## config.mk

```make
export PLATFORM = sky130hd
export DESIGN_NAME = call_return_stack
export DESIGN_NICKNAME = d
export VERILOG_FILES = /design/src/rtl/call_return_stack_pkg.sv /design/src/rtl/call_return_stack.sv
export SDC_FILE = /design/constraint.sdc
export NUM_CORES = 1
export LEC_CHECK = 0
export ABC_CLOCK_PERIOD_IN_PS = 3950
export BUFFER_PORTS_ARGS = -buffer_cell sky130_fd_sc_hd__buf_2
export CORE_AREA = 2 2 106 88
export DETAILED_ROUTE_END_ITERATION = 7
export DIE_AREA = 0 0 108 90
export GPL_TIMING_DRIVEN = 0
export MAX_ROUTING_LAYER = met4
export PLACE_DENSITY = 0.87
export SLEW_MARGIN = 20
export SYNTH_ARGS = -nofsm -noshare
export SYNTH_HDL_FRONTEND = slang
export SYNTH_SLANG_ARGS = --single-unit
export TNS_END_PERCENT = 1
```

## constraint.sdc

```tcl
create_clock -name clk -period 3.95 [get_ports clk]
set_input_delay 0.395 -clock clk [delete_from_list [all_inputs] [get_ports clk]]
set_output_delay 0.395 -clock clk [all_outputs]
set_load 0.01 [all_outputs]
```

## src/rtl/call_return_stack_pkg.sv

```systemverilog
// Constants shared by the pipeline top, fetch stage and return-address stack.
// Also holds the decoded stack-operation encoding.
package call_return_stack_pkg;

   localparam int PC_WIDTH  = 12;
   localparam int RAS_DEPTH = 8;

   typedef enum logic [1:0] {
      RAS_IDLE    = 2'd0,
      RAS_PUSH    = 2'd1,
      RAS_POP     = 2'd2,
      RAS_REPLACE = 2'd3
   } rasOp_e;

   function automatic rasOp_e decodeOp(input logic push, input logic pop);
      rasOp_e op;
      op = RAS_IDLE;
      if (push && pop)  op = RAS_REPLACE;
      else if (push)    op = RAS_PUSH;
      else if (pop)     op = RAS_POP;
      return op;
   endfunction

endpackage

```

## src/rtl/call_return_stack.sv

```systemverilog
// Return-address stack written from decode; top-of-stack and status are combinational from state.
// Updates land on the clock edge with enb=1; enb=0 (stall) freezes all state.
module call_return_stack
   import call_return_stack_pkg::*;
#(
   parameter int DEPTH = RAS_DEPTH,
   parameter int WIDTH = PC_WIDTH
) (
   input  logic                       clk,
   input  logic                       rst,
   input  logic                       enb,
   input  logic                       push,
   input  logic                       pop,
   input  logic [WIDTH-1:0]           pushData,
   output logic [WIDTH-1:0]           stackOut,
   output logic                       empty,
   output logic                       full,
   output logic [$clog2(DEPTH):0]     depth,
   output logic                       overflow,
   output logic                       underflow
);

   localparam int IW  = $clog2(DEPTH);
   localparam int SPW = IW + 1;

   logic [WIDTH-1:0] mem [DEPTH];
   logic [SPW-1:0]   sp;
   logic [SPW-1:0]   spMinus1;
   logic [IW-1:0]    topIdx;
   logic [IW-1:0]    nextIdx;
   rasOp_e           op;

   assign op       = decodeOp(push, pop);
   assign spMinus1 = sp - SPW'(1);
   assign topIdx   = spMinus1[IW-1:0];
   assign nextIdx  = sp[IW-1:0];

   assign empty    = (sp == '0);
   assign full     = (sp == SPW'(DEPTH));
   assign depth    = sp;
   assign stackOut = empty ? '0 : mem[topIdx];

   always_ff @(posedge clk) begin
      if (rst) begin
         sp        <= '0;
         overflow  <= 1'b0;
         underflow <= 1'b0;
         for (int i = 0; i < DEPTH; i++) begin
            mem[i] <= '0;
         end
      end else if (enb) begin
         unique case (op)
            RAS_PUSH: begin
               if (full) begin
                  overflow <= 1'b1;
               end else begin
                  mem[nextIdx] <= pushData;
                  sp           <= sp + SPW'(1);
               end
            end
            RAS_POP: begin
               // Popped entry is left stale in mem; only sp moves.
               if (empty) underflow <= 1'b1;
               else       sp        <= spMinus1;
            end
            RAS_REPLACE: begin
               // Return followed by call overwrites the top; on empty it degrades to a push.
               if (empty) begin
                  underflow <= 1'b1;
                  mem[0]    <= pushData;
                  sp        <= SPW'(1);
               end else begin
                  mem[topIdx] <= pushData;
               end
            end
            default: ;
         endcase
      end
   end

endmodule
```

==> impl_results.md, run 1 <==
- Syn nets: 411
- Clock slew at reported path FFs: 100 ps
- Placement Rows: 31
- Iteration-0 DRC Markers: 392
- Final setup fails: 0
- GP Congestion: 0.939
- CTS tree: built
- DP HPWL: 8.83 mm
- Sequential area share after synthesis: 59.3%
- Layout cells sized above 1: 22.3%
- Slew Viols, Final: 0
- Pwr per Cell Area: 440 nW/um^2
- Clock tree buffer depth: 2
- Worst skew pair latency: roughly 390 ps
- WP data required: 3560 ps
- First-pass GRT wire length: 19.9 mm
- Drt pass-1 iters: 8
- Critical Path AT: 3320 ps
- Residual DRC count: 0
- Post-CTS Setup Bufs: 0
- WS Path Type: reg2out
- Layout Skew: between 9 and 10 ps
- Via Count: 3634
- Worst reg2reg setup slack: just under 700 ps
- Largest net degree at the start of global routing: 19
- Final ANT Viol Nets: 0
- I/O pin total: 37
- Number of synthesized flops with an enable pin: 96
- Post-Route Setup TNS: 0 ps
- Max transition margin: 48.8%
- Post-DP Area: between 5000 and 6000 um^2
- Final design area excluding fillers: 5590 um^2
- Diode count: 0
- Yosys reg bits: 102
- TritonCTS Buffers: 9
- Unique masters post-synth: 46
- Area grow syn2layout: 10.5%
- Overall Global Routing Usage: 28.8%
- Syn avg cell area: 12.9 um^2
- Final wirelength: 12.8 mm
- CORE AREA: 8730 um^2
- Main synth FF type: edfxtp_1
- Die Wd: 108 um
- Routed len/inst: 22.8 um
- Minimum hold slack: 295 ps
- Top cell type's share of synthesized area: 57.0%
- Synth area leaders: edfxtp_1 (57%), mux4_2 (11%), and3_1 (6.2%), nor2_1 (3.2%), o21ai_0 (2.5%)
- Fmax: 269 MHz
- Unrepaired setup endpoints after global routing: false
- Vias in the first global route: 3618
- Cell count after synthesis: 392
- Worst VDD drop: between 0.2 and 0.3 mV
- DIE HEIGHT: 90 um
- NumNets Final: between 400 and 500
- Leak Pwr: 2.24 nW
- Grt ovf: 0
- Hold Path Class: in2reg
- TritonCTS sink count: 102
- Starting Density: 58.0%
- Post-synth top area cell: edfxtp_1
- Synthesized area: 5060 um^2
- Fin crit period: 3720 ps
- Top cells by count, synth: edfxtp_1 (96), and3_1 (50), nor2_1 (43)
- Async SR Flop Fraction: 0%
- Crit-path max FO: 10
- Clk root buf: clkbuf_8
- Max H-tree Level: 3
- Initial antenna violation count: 0
- Startpoint types: flop
- Crit end category: output pin
- Tcrit/Tclk final: 94.1%
- Worst Max-Slew Pin Slew: approximately 770 ps
- Fin. Hold Viols: 0
- YS warnings: 0
- Via density: between 6 and 7
- Top-count cell post-synth: edfxtp_1
- Die Footprint: between 9000 and 10000 um^2
- Status: finished clean
- Max-Cap Viols: 0
- Port buffer count: 36
[power breakdown]
part	internal (W)	switching (W)
clock	0.000302	0.000386
combinational	0.000206	0.000316
sequential	0.00123	0.0000182
total	0.00174	0.000720
[cell usage in the layout (no fill, tap or decap), types with 2 or more instances in the layout]
cell type  instances
inv_1              4
a311oi_1           2
a31oi_1            3
o211ai_1           2
nand2b_1           3
clkbuf_1          16
clkbuf_8           9
o21ai_0           25
nor4bb_1           2
and2_1             2
ha_1               2
nor3_1             5
xor2_1             2
mux4_2            24
a21boi_0          13
dfxtp_1            6
a21o_1             7
a22oi_1            3
nand3b_1           4
a21oi_1            5
buf_2             50
buf_1              2
nor2_1            43
and3_1            50
inv_8              2
mux2i_1            3
nor2b_1            3
nand2_1           30
clkinv_4           2
o21a_1             2
edfxtp_1          96
[critical path, cell delays in order, from the launching register on]
cell	delay, ps
dfxtp_1	380
buf_2	210
inv_1	120
ha_1	370
buf_1	490
clkbuf_1	590
mux4_2	420
o21ai_0	110
nand2_1	100
buf_2	150
[per-layer routing]
metal / track usage [%] / up-vias / part of all wire [%]
met1: 39.2 / 1792 / 38
met2: 43.9 / 237 / 50
li1: - / 1584 / -
met5: - / - / 0
met4: 8.65 / 0 / 1.3
met3: 6.45 / 21 / 11
[sequential cells by signal, indices dropped and copies added (netlist names)]
register and count:
overflow 1, mem 96, depth 4, underflow 1
[what timing repair did]
action                     in CTS  in global routing
hold buffers                    0                  0
setup endpoints to repair       0                  1
resized for setup               0                  1
[final timing paths]
check	start	end	cells after the start
setup / recovery	depth[0]$_SDFFE_PP0P_	stackOut[4]	9
hold / removal	rst	depth[2]$_SDFFE_PP0P_	2
setup reg to reg	depth[0]$_SDFFE_PP0P_	mem[4][0]$_SDFFCE_PN0P_	7
hold reg to reg	underflow$_SDFFE_PP0P_	underflow$_SDFFE_PP0P_	2
[cell type report]
type / count / area (um^2)
buffer: 34 / 154
inverter: 4 / 15.0
clock inverter: 7 / 81.3
tap: 115 / 144
fill: 676 / 3140
sequential: 102 / 3000
multi-input combinational: 252 / 1890
clock buffer: 9 / 124
timing repair buffer: 36 / 180
[cells by family after synthesis]
logic type	after synthesis	share of synthesized area, %
muxes	28	11.5
buffers and inverters	38	3.31
adders and majority gates	2	0.494
and+or+nand+nor	151	16.0
AOI/OAI and AO/OA	69	9.00
DFF	102	59.3
xor gates and xnor gates	2	0.346
[through the flow]
step | std cells | power [W] | setup slack, ps | util (%)
5_1_grt | 559 | 0.00253 | 66.2 | 64.1
4_1_cts | 559 | 0.00245 | 199 | 64.0
3_3_place_gp | 543 | 0.00177 | 715 | 61.7
2_1_floorplan | 392 | 0.00162 | 1380 | -
3_5_place_dp | 543 | 0.00179 | 641 | 61.7
6_report | 559 | 0.00246 | 234 | 64.1
Note: power is estimated with default switching activity, not from simulation.
==> run 2: changes to the inputs <==
Settings changed: CORE_AREA 2 2 106 88 to 2 2 122 100, DIE_AREA 0 0 108 90 to 0 0 124 102, PLACE_DENSITY 0.87 to 0.71.
==> impl_results.md, run 2 (synthesis results as in run 1) <==
- Crit-path max FO: 10
- NumNets Final: 458
- CTS tree: built
- Worst VDD drop: 0.230 mV
- Tcrit/Tclk final: between 90% and 100%
- Int Pwr: 0.00194 W
- Crit-path slowest cell: buf_1
- Pwr per Cell Area: 470 nW/um^2
- Top Family by Delay on Critical Path: buffers and inverters
- Initial antenna violation count: 0
- Dpl cells: 576
- Pwr Total: 0.00270 W
- Vias in the first global route: ~3600
- Die Footprint: approximately 13000 um^2
- Via density: slightly above 6
- Final wirelength: 13.3 mm
- First-pass GRT wire length: 20.4 mm
- Switching share of power: 28.1%
- Number of gates resized after cts: 0
- Crit path buf inv count: 5
- Worst skew pair latency: 350 ps
- Top reg by flops: mem
- I/O pin total: 37
- Layout Cells excl Fill: between 500 and 600
- GP Congestion: a little under 1
- Clock Power Share: between 30% and 40%
- # hold bufs at CTS: 0
- Slowest Stage Delay on Critical Path: 640 ps
- Clock slew at reported path FFs: ~70 ps
- Overall Global Routing Usage: 23.5%
- Clk root buf: clkbuf_16
- Area grow syn2layout: 13.3%
- Diode count: 0
- Clock tree buffer depth: 2
- Max H-tree Level: 3
- Layout Skew: roughly 9.5 ps
- TritonCTS sink count: 102
- Critical Path AT: 3370 ps
- Layout cells sized above 1: between 20% and 30%
- Via Count: between 3000 and 4000
- Drt pass-1 iters: 6
- Post-Route Setup TNS: 0 ps
- WS Path Type: reg2out
- Routed len/inst: ~23 um
- Slew Viols, Final: 0
- Max-Cap Viols: 0
- Residual DRC count: 0
- Most common cell after layout, fill and taps aside: edfxtp_1
- CORE AREA: 11400 um^2
- Leak Pwr: roughly 2.3 nW
- Iteration-0 DRC Markers: between 300 and 400
- Grt ovf: 0
- Die Wd: 124 um
- WP data required: 3560 ps
- Post-CTS Setup Bufs: 0
- Net Switching: 0.000756 W
- Largest net degree at the start of global routing: 19
- Fin. Hold Viols: 0
- Combinational cell fraction of total power: 19.5%
- Port buffer count: 36
- Commonest cells after routing, fill and taps aside: edfxtp_1 (96), buf_2 (50), and3_1 (50)
- Unrepaired setup endpoints after global routing: false
- Crit end category: output pin
- DP HPWL: 9.32 mm
- Max transition margin: around 50%
- Fmax: between 200 and 300 MHz
- TritonCTS Buffers: 9
- Hold Path Class: in2reg
- Final ANT Viol Nets: 0
- Startpoint types: flop
- Placement Rows: 35
- Worst Max-Slew Pin Slew: 753 ps
- Fin crit period: 3770 ps
- DIE HEIGHT: 102 um
- Status: finished clean
- Max reg flops: 96
- Final setup fails: 0
- Sequential Power Share: 46.4%
- CP cell instances: buf_2 > inv_1 > ha_1 > buf_1 > buf_1 > mux4_2 > o21ai_0 > nand2_1 > buf_2
- Starting Density: approximately 44%
## run 2: path summary, 6_finish.rpt
| check | from | end | slack (ps) | depth (start not counted) |
|---|---|---|---|---|
| min reg2reg | underflow$_SDFFE_PP0P_ | underflow$_SDFFE_PP0P_ | 460 | 2 |
| max | depth[0]$_SDFFE_PP0P_ | stackOut[8] | 180 | 9 |
| min | rst | depth[1]$_SDFFE_PP0P_ | 310 | 2 |
| max reg2reg | depth[0]$_SDFFE_PP0P_ | mem[5][2]$_SDFFCE_PN0P_ | 720 | 7 |
## run 2: area by class of cell
cell class              instances  area, um^2
inverters                       4        15.0
well taps                     148         185
flip-flops and latches        102        3000
repair buffers                 36         180
plain buffers                  34         154
clock buffers                   9         225
multi-input cells             252        1890
clock inverters                 7        78.8
fillers                      1017        5660
## run 2: through the flow
stage | utilization, % | worst slack (ps) | instance area, um^2 | hold WS [ps]
floorplan | - | 1380 | 5060 | 467
global placement | 47.6 | 668 | 5430 | 447
detailed placement | 47.6 | 636 | 5430 | 449
CTS | 50.3 | 247 | 5730 | 307
global route | 50.3 | 23.8 | 5730 | 320
finish | 50.3 | 183 | 5730 | 310
## run 2: metal layers
layer / GRT usage [%] / up-vias / wire (um)
met2: 37.7 / 175 / 6640
met4: 4.67 / 0 / 84
met1: 31.1 / 1850 / 5520
li1: - / 1585 / -
met3: 5.30 / 6 / 1100
met5: - / - / 0
## run 2: power by group through the flow
stage | Sequential (W) | Clock (W) | Combinational, W
3_5_place_dp | 0.00128 | 0 | 0.000524
2_1_floorplan | 0.00127 | 0 | 0.000348
6_report | 0.00125 | 0.000918 | 0.000527
4_1_cts | 0.00125 | 0.000916 | 0.000526
5_1_grt | 0.00126 | 0.000964 | 0.000572
3_3_place_gp | 0.00127 | 0 | 0.000511
==> run 3: changes to the inputs <==
Settings changed: ABC_AREA set to 1, CORE_AREA 2 2 122 100 to 2 2 119 98, CTS_CLUSTER_SIZE set to 16, DIE_AREA 0 0 124 102 to 0 0 121 100, PLACE_DENSITY 0.71 to 0.7.
==> impl_results.md, run 3 <==
- Vias in the first global route: approximately 3600
- Top cell type's share of synthesized area: ~60%
- Max H-tree Level: 3
- Net Switching: 0.000774 W
- Placement Rows: 35
- Area grow syn2layout: 13.8%
- Leak Pwr: 2.21 nW
- WS Path Type: reg2out
- Combinational cell fraction of total power: 19.8%
- Number of synthesized flops with an enable pin: 96
- CP cell instances: clkbuf_1 > inv_1 > clkbuf_2 > ha_1 > inv_1 > clkbuf_1 > o21ai_0 > o22ai_1 > o21ai_0 > nor2_1 > buf_2
- Sequential area share after synthesis: 63.0%
- Final setup fails: 0
- Synthesized area: between 4000 and 5000 um^2
- Max transition margin: 55.8%
- Main synth FF type: edfxtp_1
- Starting Density: 43.0%
- Top reg by flops: mem
- Async SR Flop Fraction: 0%
- Die Wd: ~120 um
- Clock tree buffer depth: 2
- Die Footprint: 12100 um^2
- Tcrit/Tclk final: between 90% and 100%
- Top cells by count, synth: nor2_1 (169), edfxtp_1 (96), o21ai_0 (66)
- Residual DRC count: 0
- Drt pass-1 iters: 4
- DP HPWL: 8.47 mm
- Cell count after synthesis: approximately 500
- Worst skew pair latency: 350 ps
- Post-DP Area: 5130 um^2
- Top Family by Delay on Critical Path: buffers and inverters
- Pwr per Cell Area: 490 nW/um^2
- WP data required: 3560 ps
- Worst Max-Slew Pin Slew: 662 ps
- Most common cell after layout, fill and taps aside: nor2_1
- Final WS setup: roughly 160 ps
- Fin crit period: 3790 ps
- Final ANT Viol Nets: 0
- Fill cell count: 1024
- Yosys reg bits: 102
- Crit end category: output pin
- DIE HEIGHT: 100 um
- YS warnings: 0
- Clock Power Share: 33.1%
- Via density: 5.50
- Max-Cap Viols: 0
- Overall Global Routing Usage: a little over a fifth
- Largest net degree at the start of global routing: 17
- Setup WS pre-CTS: approximately 360 ps
- Clk root buf: clkbuf_16
- Unrepaired setup endpoints after global routing: true
- Grt ovf: 0
- Switching share of power: 29.1%
- Layout cells sized above 1: 14.8%
- Post-CTS Setup Bufs: 0
- Via Count: 3822
- Minimum hold slack: roughly 250 ps
- Commonest cells after routing, fill and taps aside: nor2_1 (169), edfxtp_1 (96), o21ai_0 (66)
- # hold bufs at CTS: 0
- TritonCTS sink count: 102
- Worst setup path start: depth[0]$_SDFFE_PP0P_
- Unique masters post-synth: 22
- Routed len/inst: 17.7 um
- Diode count: 0
- Int Pwr: 0.00189 W
- Hold path startpoint: rst
- Fin. Hold Viols: 0
- CTS tree: built
- Hold Path Class: in2reg
- Crit path buf inv count: 6
- Post-synth top area cell: edfxtp_1
- Slowest Stage Delay on Critical Path: 470 ps
- Dpl cells: 679
- Crit-path max FO: 10
- Initial antenna violation count: 0
- GP Congestion: roughly 0.9
- Top-count cell post-synth: nor2_1
- Worst VDD drop: between 0.2 and 0.3 mV
- Syn nets: 514
- NumNets Final: 561
- Startpoint types: flop
- Clock slew at reported path FFs: 70 ps
- First-pass GRT wire length: 18.8 mm
- Sequential Power Share: 47.0%
- Synth area leaders: edfxtp_1 (60%), nor2_1 (13%), o21ai_0 (6.9%), o22ai_1 (3.1%), dfxtp_1 (2.5%)
- TritonCTS Buffers: 9
- Crit-path slowest cell: ha_1
- Syn avg cell area: 9.64 um^2
- Final design area excluding fillers: 5430 um^2
- Final wirelength: 12.3 mm
- Fmax: 264 MHz
- Iteration-0 DRC Markers: 327
- Layout Cells excl Fill: 695
- RR Startpoint: depth[0]$_SDFFE_PP0P_
- Max reg flops: 96
- Port buffer count: 36
- Slew Viols, Final: 0
- Layout Skew: between 6 and 7 ps
- Critical Path AT: 3390 ps
- CORE AREA: 11100 um^2
- I/O pin total: 37
- Status: finished clean
-- run 3: worst paths after layout --
path                                           endpoint  slack [ps]  cells past startpoint
worst max-delay path                        stackOut[7]         160                     11
worst min-delay path              overflow$_SDFFE_PP0P_         250                      2
worst max register to register  mem[7][4]$_SDFFCE_PN0P_         440                     12
worst min register to register    overflow$_SDFFE_PP0P_         490                      2
-- run 3: power by group through the flow --
| stage | sequential, W | combinational (W) | clock, W |
|---|---|---|---|
| after floorplan | 0.00127 | 0.000326 | 0 |
| after global placement | 0.00127 | 0.000503 | 0 |
| after detailed placement | 0.00127 | 0.000515 | 0 |
| after CTS | 0.00125 | 0.000518 | 0.000891 |
| after global routing | 0.00126 | 0.000574 | 0.000931 |
| final | 0.00125 | 0.000528 | 0.000882 |
-- run 3: timing repair --
action | 4_1_cts | 5_1_grt
endpoints found under the setup margin | 0 | 12
resized for setup | 0 | 4
hold endpoints to repair | 0 | 0
-- run 3: cell type report --
| class | instances | area (um^2) | share of cell area, % |
|---|---|---|---|
| Sequential cell | 102 | 3000 | 55.3 |
| Multi-Input combinational cell | 336 | 1540 | 28.3 |
| Clock buffer | 12 | 236 | 4.36 |
| Tap cell | 148 | 185 | 3.41 |
| Timing Repair Buffer | 36 | 180 | 3.32 |
| Buffer | 28 | 125 | 2.30 |
| Inverter | 29 | 109 | 2.01 |
| Clock inverter | 4 | 55.1 | 1.01 |
-- run 3: layer usage --
layer  GRT usage (%)  part of all wire [%]
met2            32.4                    45
met3            4.94                    11
met4            6.26                   1.3
met5               -                     0
met1            29.5                    43
-- run 3: logic make-up after synthesis --
group | after synthesis | synth area share (%)
buffers and inverters | 57 | 4.85
adders and majority gates | 2 | 0.525
and+or+nand+nor | 225 | 19.2
DFF | 102 | 63.0
xor gates and xnor gates | 1 | 0.184
AOI/OAI and AO/OA | 108 | 12.3
-- run 3: metrics by stage --
step / total power, W / util, % / TNS [ps]
after floorplan: 0.00160 / - / 0
after global placement: 0.00178 / 46.3 / 0
after detailed placement: 0.00179 / 46.3 / 0
after CTS: 0.00266 / 49.0 / 0
after global routing: 0.00276 / 49.0 / -121
final: 0.00266 / 49.0 / 0
